==> config.mk <==
export PLATFORM = sky130hd
export DESIGN_NAME = hazard_ctrl
export DESIGN_NICKNAME = d
export VERILOG_FILES = /design/src/rtl/hazard_pkg.sv /design/src/rtl/hazard_slot.sv /design/src/rtl/hazard_ctrl.sv
export SDC_FILE = /design/constraint.sdc
export NUM_CORES = 1
export LEC_CHECK = 0
export CAP_MARGIN = 5
export CORE_MARGIN = 10
export CORE_UTILIZATION = 65
export DETAILED_ROUTE_END_ITERATION = 8
export DONT_BUFFER_PORTS = 1
export GPL_ROUTABILITY_DRIVEN = 0
export PLACE_DENSITY = 0.79
export SLEW_MARGIN = 20
export SYNTH_ARGS = -nofsm -noshare
export SYNTH_HDL_FRONTEND = slang
export SYNTH_SLANG_ARGS = --single-unit
==> constraint.sdc <==
create_clock -name clk -period 5.8 [get_ports clk]
set_input_delay 1.74 -clock clk [delete_from_list [all_inputs] [get_ports clk]]
set_output_delay 1.74 -clock clk [all_outputs]
set_load 0.02 [all_outputs]
==> src/rtl/hazard_pkg.sv <==
// Shared definitions for the P5 hazard controller.
//   FWD_*      : forwarding mux select encoding shared with the datapath
//   TUSE_NEVER : Tuse value meaning "operand never read"
//   slot_t     : one shadow-pipeline entry {a3, tnew, rs, rt}
//   sat_dec    : saturating Tnew decrement applied on the E->M move
package hazard_pkg;

  localparam int unsigned HZ_REG_AW = 5;
  localparam int unsigned HZ_T_W    = 2;

  localparam logic [1:0] FWD_RF = 2'd0;
  localparam logic [1:0] FWD_E  = 2'd1;
  localparam logic [1:0] FWD_M  = 2'd2;
  localparam logic [1:0] FWD_W  = 2'd3;

  localparam logic [HZ_T_W-1:0] TUSE_NEVER = 2'd3;

  typedef struct packed {
    logic [HZ_REG_AW-1:0] a3;    // destination register, 0 = no writer
    logic [HZ_T_W-1:0]    tnew;  // cycles until the result exists
    logic [HZ_REG_AW-1:0] rs;
    logic [HZ_REG_AW-1:0] rt;
  } slot_t;

  // How a slot derives its Tnew from the entry it captures.
  typedef enum logic [1:0] {TnewKeep, TnewDec, TnewClear} tnew_mode_e;

  function automatic logic [HZ_T_W-1:0] sat_dec(input logic [HZ_T_W-1:0] x);
    return (x == '0) ? '0 : x - 1'b1;
  endfunction

endpackage

==> src/rtl/hazard_slot.sv <==
// One registered entry of the hazard shadow pipeline.
//   clk, reset : rising-edge clock, synchronous active-high clear
//   bubble     : capture an all-zero entry instead of slot_in
//   slot_in    : entry from the previous stage
//   slot_out   : registered entry
// TnewMode selects keep / saturating decrement / clear of Tnew on capture;
// KeepSrc = 0 drops rs/rt for stages nobody forwards into.
module hazard_slot
  import hazard_pkg::*;
#(
  parameter tnew_mode_e TnewMode = TnewKeep,
  parameter bit         KeepSrc  = 1'b1
) (
  input  logic  clk,
  input  logic  reset,
  input  logic  bubble,
  input  slot_t slot_in,
  output slot_t slot_out
);

  slot_t slot_d, slot_q;

  always_comb begin
    slot_d = slot_in;
    unique case (TnewMode)
      TnewDec:   slot_d.tnew = sat_dec(slot_in.tnew);
      TnewClear: slot_d.tnew = '0;
      default:   slot_d.tnew = slot_in.tnew;
    endcase
    if (!KeepSrc) begin
      slot_d.rs = '0;
      slot_d.rt = '0;
    end
    if (bubble) begin
      slot_d = '0;
    end
  end

  always_ff @(posedge clk) begin
    if (reset) begin
      slot_q <= '0;
    end else begin
      slot_q <= slot_d;
    end
  end

  assign slot_out = slot_q;

endmodule

==> src/rtl/hazard_ctrl.sv <==
// Stall-and-forward controller for the 5-stage P5 pipeline.
// Tracks in-flight writers in a shadow E/M/W pipeline and derives the stall
// and the D/E/M forwarding selects from the CU's Tuse/Tnew values.
//   clk, reset                   : clock, synchronous active-high reset
//   rs_D, rt_D                   : source registers of the D instruction
//   Tuse_Rs_D, Tuse_Rt_D         : cycles until each source is needed (3 = never)
//   Tnew_D, A3_D, RegWrite_D     : result timing and destination of the D instruction
//   stall                        : freeze PC and F/D, bubble into D/E
//   fwd_rs_D, fwd_rt_D           : D-stage selects (0 RF, 1 E, 2 M, 3 W)
//   fwd_rs_E, fwd_rt_E           : E-stage selects (0 RF, 2 M, 3 W)
//   fwd_rt_M                     : M-stage store data from W
// Optional macro HAZARD_MDU_EN adds mdu_busy, mdu_start_E and md_use_D and
// stalls MDU instructions while the multiply/divide unit is occupied.
// REG_AW and T_W must match the widths in hazard_pkg.
module hazard_ctrl
  import hazard_pkg::*;
#(
  parameter int unsigned REG_AW = HZ_REG_AW,
  parameter int unsigned T_W    = HZ_T_W
) (
  input  logic              clk,
  input  logic              reset,
  input  logic [REG_AW-1:0] rs_D,
  input  logic [REG_AW-1:0] rt_D,
  input  logic [T_W-1:0]    Tuse_Rs_D,
  input  logic [T_W-1:0]    Tuse_Rt_D,
  input  logic [T_W-1:0]    Tnew_D,
  input  logic [REG_AW-1:0] A3_D,
  input  logic              RegWrite_D,
`ifdef HAZARD_MDU_EN
  input  logic              mdu_busy,
  input  logic              mdu_start_E,
  input  logic              md_use_D,
`endif
  output logic              stall,
  output logic [1:0]        fwd_rs_D,
  output logic [1:0]        fwd_rt_D,
  output logic [1:0]        fwd_rs_E,
  output logic [1:0]        fwd_rt_E,
  output logic              fwd_rt_M
);

  slot_t d_entry, e_q, m_q, w_q;
  logic  stall_rs, stall_rt, stall_gpr;

  // A source stalls when an unfinished producer in E or M writes it.
  // W always has Tnew = 0 and is never considered.
  function automatic logic src_stall(input logic [HZ_REG_AW-1:0] src,
                                     input logic [HZ_T_W-1:0]    tuse,
                                     input slot_t                e,
                                     input slot_t                m);
    logic hit_e, hit_m;
    hit_e = (src == e.a3) && (tuse < e.tnew);
    hit_m = (src == m.a3) && (tuse < m.tnew);
    return (src != '0) && (tuse != TUSE_NEVER) && (hit_e || hit_m);
  endfunction

  // Youngest matching producer wins; if it is not ready yet the select
  // falls back to RF rather than to an older, stale producer.
  function automatic logic [1:0] fwd_sel_d(input logic [HZ_REG_AW-1:0] src,
                                           input slot_t                e,
                                           input slot_t                m,
                                           input logic [HZ_REG_AW-1:0] w_a3);
    if (src == '0)   return FWD_RF;
    if (src == e.a3) return (e.tnew == '0) ? FWD_E : FWD_RF;
    if (src == m.a3) return (m.tnew == '0) ? FWD_M : FWD_RF;
    if (src == w_a3) return FWD_W;
    return FWD_RF;
  endfunction

  function automatic logic [1:0] fwd_sel_e(input logic [HZ_REG_AW-1:0] src,
                                           input slot_t                m,
                                           input logic [HZ_REG_AW-1:0] w_a3);
    if (src == '0)   return FWD_RF;
    if (src == m.a3) return (m.tnew == '0) ? FWD_M : FWD_RF;
    if (src == w_a3) return FWD_W;
    return FWD_RF;
  endfunction

  always_comb begin
    d_entry      = '0;
    d_entry.a3   = RegWrite_D ? A3_D : '0;
    d_entry.tnew = Tnew_D;
    d_entry.rs   = rs_D;
    d_entry.rt   = rt_D;
  end

  hazard_slot #(
    .TnewMode (TnewKeep),
    .KeepSrc  (1'b1)
  ) u_slot_e (
    .clk      (clk),
    .reset    (reset),
    .bubble   (stall),
    .slot_in  (d_entry),
    .slot_out (e_q)
  );

  hazard_slot #(
    .TnewMode (TnewDec),
    .KeepSrc  (1'b1)
  ) u_slot_m (
    .clk      (clk),
    .reset    (reset),
    .bubble   (1'b0),
    .slot_in  (e_q),
    .slot_out (m_q)
  );

  hazard_slot #(
    .TnewMode (TnewClear),
    .KeepSrc  (1'b0)
  ) u_slot_w (
    .clk      (clk),
    .reset    (reset),
    .bubble   (1'b0),
    .slot_in  (m_q),
    .slot_out (w_q)
  );

  always_comb begin
    stall_rs  = src_stall(rs_D, Tuse_Rs_D, e_q, m_q);
    stall_rt  = src_stall(rt_D, Tuse_Rt_D, e_q, m_q);
    stall_gpr = stall_rs | stall_rt;
  end

`ifdef HAZARD_MDU_EN
  assign stall = stall_gpr | (md_use_D & (mdu_busy | mdu_start_E));
`else
  assign stall = stall_gpr;
`endif

  always_comb begin
    fwd_rs_D = fwd_sel_d(rs_D, e_q, m_q, w_q.a3);
    fwd_rt_D = fwd_sel_d(rt_D, e_q, m_q, w_q.a3);
    fwd_rs_E = fwd_sel_e(e_q.rs, m_q, w_q.a3);
    fwd_rt_E = fwd_sel_e(e_q.rt, m_q, w_q.a3);
    fwd_rt_M = (m_q.rt != '0) && (m_q.rt == w_q.a3);
  end

  // W keeps only its destination; M's rs has no consumer downstream.
  logic unused_slots;
  assign unused_slots = ^{w_q.tnew, w_q.rs, w_q.rt, m_q.rs};

endmodule

# Word level (Yosys, flattened, before mapping)
# Cells that the tools add are included.
[totals]
regBits = 34
out_inout_bits = 10
inputBits = 24
word_cells = 113
[classes]
bitwise_logic = 2
eq_ne = 13
n_mux = 62
order_cmp = 4
n_reduce_logical = 23
add_sub_neg = 1
[ops]
columns = ["op", "count"]
rows = [
  ["two-way mux 2 bit", 29],
  ["== test 5 bit", 11],
  ["two-way mux 1 bit", 33],
  ["zero test 5 bit", 4],
  ["nonzero test 5 bit", 3],
  ["logical AND 1 bit", 9],
  ["< comparator 2 bit", 4],
  ["zero test 2 bit", 2],
  ["!= test 2 bit (second input constant)", 2],
  ["OR reduction 2 bit", 2],
  ["OR reduction 3 bit", 1],
  ["logical OR 1 bit", 2],
  ["subtractor 2 x 1 -> 2 bit (second input constant)", 1],
  ["NOT 1 bit", 1],
  ["bitwise OR 1 bit", 1],
]

# Logic depth before layout (Yosys ltp)
[logic_depth]
word_depth = 12
mapped_depth = 7
depth_no_buf = 6

# Hierarchy
# From an unflattened synthesis, not the netlist that was laid out.
[hier_totals]
hier_cells = 237
area_unflattened_um2 = 2354.8
[modules_own_cells]
columns = ["module", "cells_per_inst", "area_each_um2", "n_inst", "seq_area_each_um2"]
rows = [
  ["hazard_ctrl", 135, 970.9, 1, 0.0],
  ["hazard_slot at u_slot_m", 41, 580.6, 1, 340.3],
  ["hazard_slot at u_slot_e", 38, 571.8, 1, 340.3],
  ["hazard_slot at u_slot_w", 23, 231.5, 1, 100.1],
]

# Worst setup path after synthesis
# OpenSTA, ideal clock, no wires.
[synth_path]
path_type = "input to output"
from = "in rt_D[0]"
to = "out fwd_rt_D[1]"
required_ns = 4.060
arrival_ns = 3.107
n_path_buf = 0
path_slack_ns = 0.953
cell_stages = 5
path_cell_list = "xor2_1 nor3_4 a2111oi_2 a31oi_1 a311oi_1"
[synth_between]
elab_chain_len = 9
elab_cells_between_ends = 21
classes_between = "3 x eq/ne; 17 x mux; 1 x reduce/logical"
[synth_lines]
columns = ["element", "line_no", "source"]
rows = [
  ["from (decl)", "hazard_ctrl.sv:24", "input logic [REG_AW-1:0] rt_D,"],
  ["== test 5 bit", "hazard_ctrl.sv:67", "if (src == w_a3) return FWD_W;"],
  ["two-way mux 1 bit (2 in series)", "hazard_ctrl.sv:67", ""],
  ["two-way mux 1 bit", "hazard_ctrl.sv:66", "if (src == m.a3) return (m.tnew == '0) ? FWD_M : FWD_RF;"],
  ["two-way mux 1 bit", "hazard_ctrl.sv:65", "if (src == e.a3) return (e.tnew == '0) ? FWD_E : FWD_RF;"],
  ["two-way mux 2 bit", "hazard_ctrl.sv:68", "return FWD_RF;"],
  ["two-way mux 2 bit", "hazard_ctrl.sv:67", ""],
  ["two-way mux 2 bit", "hazard_ctrl.sv:66", ""],
  ["two-way mux 2 bit *", "hazard_ctrl.sv:65", ""],
  ["to (decl)", "hazard_ctrl.sv:37", "output logic [1:0] fwd_rt_D,"],
]
# Every way passes the cells marked *; elsewhere a longest branch is shown, timed or not. The select of a mux whose other input is x is not followed.

# Final worst setup path
[layout_path]
from = "in rs_D[2]"
to = "out fwd_rs_D[1]"
[layout_between]
elab_chain_len = 9
elab_cells_between_ends = 21
classes_between = "3 x eq/ne; 17 x mux; 1 x reduce/logical"
[layout_lines]
columns = ["element", "line_no", "source"]
rows = [
  ["from (decl)", "hazard_ctrl.sv:23", "input logic [REG_AW-1:0] rs_D,"],
  ["== test 5 bit", "hazard_ctrl.sv:67", ""],
  ["two-way mux 1 bit (2 in series)", "hazard_ctrl.sv:67", ""],
  ["two-way mux 1 bit", "hazard_ctrl.sv:66", ""],
  ["two-way mux 1 bit", "hazard_ctrl.sv:65", ""],
  ["two-way mux 2 bit", "hazard_ctrl.sv:68", ""],
  ["two-way mux 2 bit", "hazard_ctrl.sv:67", ""],
  ["two-way mux 2 bit", "hazard_ctrl.sv:66", ""],
  ["two-way mux 2 bit *", "hazard_ctrl.sv:65", ""],
  ["to (decl)", "hazard_ctrl.sv:36", "output logic [1:0] fwd_rs_D,"],
]
# Marks and branches as above.

==> results.sh <==
export IMPL_fillerInstances=248
export IMPL_post_cts_buffers=0
export IMPL_wl_per_cell_um=18.6
export IMPL_hold_viol_final=0
export IMPL_grt_pass1_wl_mm=7.27
export IMPL_ant_nets=0
export IMPL_synthesis_area_mm2=0.00200
export IMPL_routed_wl_mm=4.51
export IMPL_yosysWarnings=0
export IMPL_drcViolationCount=0
export IMPL_diodes=0
export IMPL_cts_tree="done"
export IMPL_cp_startpoint="rs_D[2]"
export IMPL_h_tree_depth=2
export IMPL_cp_arrival_ns=3.18
export IMPL_rows=20
export IMPL_vias=1505
export IMPL_ff2ff_setup_slack_ns=3.98
export IMPL_powerDensity_mw_per_mm2=224
export IMPL_yosysSeqAreaShare_pct=34.0
export IMPL_worst_ep_required_time_ns=4.06
export IMPL_ir_drop_mv=0.161
export IMPL_drt_iter0_markers=104
export IMPL_cts_buffers=5
export IMPL_antenna_found_initial=0
export IMPL_cts_clk_slew_worst_paths_ns=0.10
export IMPL_end_kind="output port"
export IMPL_io_pins=34
export IMPL_leakagePower_nw=0.859
export IMPL_crit_end="fwd_rs_D[1]"
export IMPL_grt_usage_pct=17.1
export IMPL_cts_root_buf="clkbuf_4"
export IMPL_synth_cells=213
export IMPL_relSlewSlack_pct=32.5
export IMPL_yosysTopAreaCellShare_pct=34.0
export IMPL_cts_resized=0
export IMPL_crit_type="input pin to output port"
export IMPL_maxCapViolCount=0
export IMPL_r2r_end="u_slot_e.slot_out[9]$_SDFF_PP0_"
export IMPL_nets=237
export IMPL_synth_seq_cells=34
export IMPL_synth_area_leaders="dfxtp_1 (34%), xor2_1 (17%), xnor2_1 (6.6%)"
export IMPL_final_setup_tns_ns=0
export IMPL_drive_gt1_share_pct=9.09
export IMPL_grt_max_degree=31
export IMPL_hp_class="register to register"
export IMPL_cts_hold_buffers=0
export IMPL_finalCritPeriodShare_pct=84.8
export IMPL_rsz0062_at_grt="false"
export IMPL_post_route_util_pct=68.1
export IMPL_clk_latency_ns=0.35
export IMPL_period_minus_slack_ns=4.92
export IMPL_synth_cell_types=34
export IMPL_fin_skew_ns=0.0127
export IMPL_layout_cells_non_filler=242
export IMPL_area_delta_synth_final_pct=2.25
export IMPL_synth_nets=242
export IMPL_dp_cells=234
export IMPL_r2r_start="u_slot_m.slot_out[16]$_SDFF_PP0_"
export IMPL_setup_viol=0
export IMPL_outcome="completed"
export IMPL_drv_slew=0
export IMPL_initial_core_util_pct=66.6
export IMPL_fin_hold_ws_ns=0.488
export IMPL_r2r_cells=6
export IMPL_dieArea_mm2=0.00569
export IMPL_grt_pass1_vias=1559
export IMPL_cts_buffer_depth=2
export IMPL_clock_sinks=34
export IMPL_max_freq_mhz=203
export IMPL_drt_pass1_iterations=4
export IMPL_port_buffers=0
export IMPL_die_h_um=75.5
export IMPL_die_w_um=75.5
export IMPL_synth_area_leader_cell="dfxtp_1"
export IMPL_cp_max_fo=5
export IMPL_core_mm2=0.00300
export IMPL_overflow=0
export IMPL_worst_pin_slew_ns=1.00
export IMPL_dp_hpwl_mm=3.45
export IMPL_start_kind="input pin"
export IMPL_synth_avg_cell_area_um2=9.39
export IMPL_viasPerCell=6.22
-- registers in the layout, indices dropped and copies added, names as in the netlist --
register	flops
u_slot_m.slot_out	12
u_slot_w.slot_out	5
u_slot_e.slot_out	17
-- worst max-delay path, cell delays in order --
cell and delay [ns]:
xor2_1 0.19, nor3_2 0.09, a2111oi_0 0.55, a31oi_1 0.08
nor3_1 0.53
-- synth_stat cells, drive strengths merged --
master,n
or4,4
nand2b,5
clkbuf,7
dfxtp,34
xor2,39
xnor2,15
nand2,7
mux2i,2
nor2b,16
a311oi,1
buf,8
or2,1
a31oi,2
nor4,6
o21ai,3
a21oi,4
ha,5
o211ai,2
nand3,6
inv,3
a221oi,2
nor3,13
nor2,11
nand4,2
nor4b,13
a2111oi,2
-- stage by stage --
step | power [W] | worst slack (ns) | area, um2
global placement | 0.000333 | 0.973 | 1990
floorplan | 0.000325 | 0.953 | 2000
detailed placement | 0.000336 | 0.881 | 1990
CTS | 0.000461 | 0.881 | 2040
global route | 0.000482 | 0.686 | 2040
finish | 0.000458 | 0.881 | 2040
-- worst min-delay path by stage --
stage	startpoint	to	slack, ns	cells after the start
detailed placement	u_slot_e.slot_out[10]$_SDFF_PP0_	u_slot_m.slot_out[10]$_SDFF_PP0_	0.46	1
floorplan	u_slot_e.slot_out[10]$_SDFF_PP0_	u_slot_m.slot_out[10]$_SDFF_PP0_	0.42	1
global placement	u_slot_e.slot_out[10]$_SDFF_PP0_	u_slot_m.slot_out[10]$_SDFF_PP0_	0.44	1
CTS	u_slot_e.slot_out[10]$_SDFF_PP0_	u_slot_m.slot_out[10]$_SDFF_PP0_	0.49	1
global route	u_slot_e.slot_out[10]$_SDFF_PP0_	u_slot_m.slot_out[10]$_SDFF_PP0_	0.51	1
finish	u_slot_e.slot_out[10]$_SDFF_PP0_	u_slot_m.slot_out[10]$_SDFF_PP0_	0.49	1
-- placed cells by master, fill, tap and decap left out --
cell	synthesis	routed
dfxtp_1	34	34
nand2_1	7	7
nor3_1	11	11
nand3_1	5	5
o21ai_0	3	3
nor2b_1	16	16
a21oi_1	4	4
a221oi_4	2	2
nand3_2	1	1
clkbuf_4	0	5
nor3_4	1	1
nor4_1	6	6
clkinv_4	0	1
or2_2	1	1
clkinv_2	0	1
clkbuf_1	7	1
a31oi_1	2	2
buf_4	1	3
mux2i_1	2	2
nor2_4	2	2
xnor2_1	15	15
nor3_2	1	1
ha_1	5	5
or4_1	4	4
nand4_1	2	2
inv_1	3	3
nor4b_1	13	13
a2111oi_2	1	1
nand2b_1	5	5
a311oi_1	1	1
a2111oi_0	1	1
xor2_1	39	39
nor2_1	9	9
o211ai_1	2	2
-- per-layer routing --
layer | GRT usage [%] | vias to the layer above | share of wire (%)
met5 | 0 | - | 0
li1 | - | 725 | -
met3 | 7.42 | 8 | 11
met1 | 18.8 | 711 | 40
met2 | 27.5 | 61 | 47
met4 | 8.87 | 0 | 2.0
-- report_power, final --
group,switching (W),internal (W),leakage (nW),total [W]
Sequential,0.0000132,0.000244,0.280,0.000257
Clock,0.0000799,0.0000475,0.0322,0.000127
Combinational,0.0000402,0.0000336,0.547,0.0000738
Total,0.000133,0.000325,0.859,0.000458
-- cell families after synthesis --
logic type | share of synthesized area, %
flip-flops | 34.0
multiplexers | 1.00
AND/OR/NAND/NOR | 26.5
AO/OA/AOI/OAI | 7.38
adder cells (fa/ha/maj) | 3.13
XOR/XNOR | 23.7
buffers and inverters | 4.26
-- final cells by class --
cell class	count	area, um2	area share, %
clock buffer	6	41.3	2.02
clock inverter	2	13.8	0.673
inverter	3	11.3	0.551
multi-input combinational	161	1230	60.3
sequential	34	681	33.3
tap	33	41.3	2.02
timing repair buffer	3	22.5	1.10
Power figures use the tool's default switching activity.
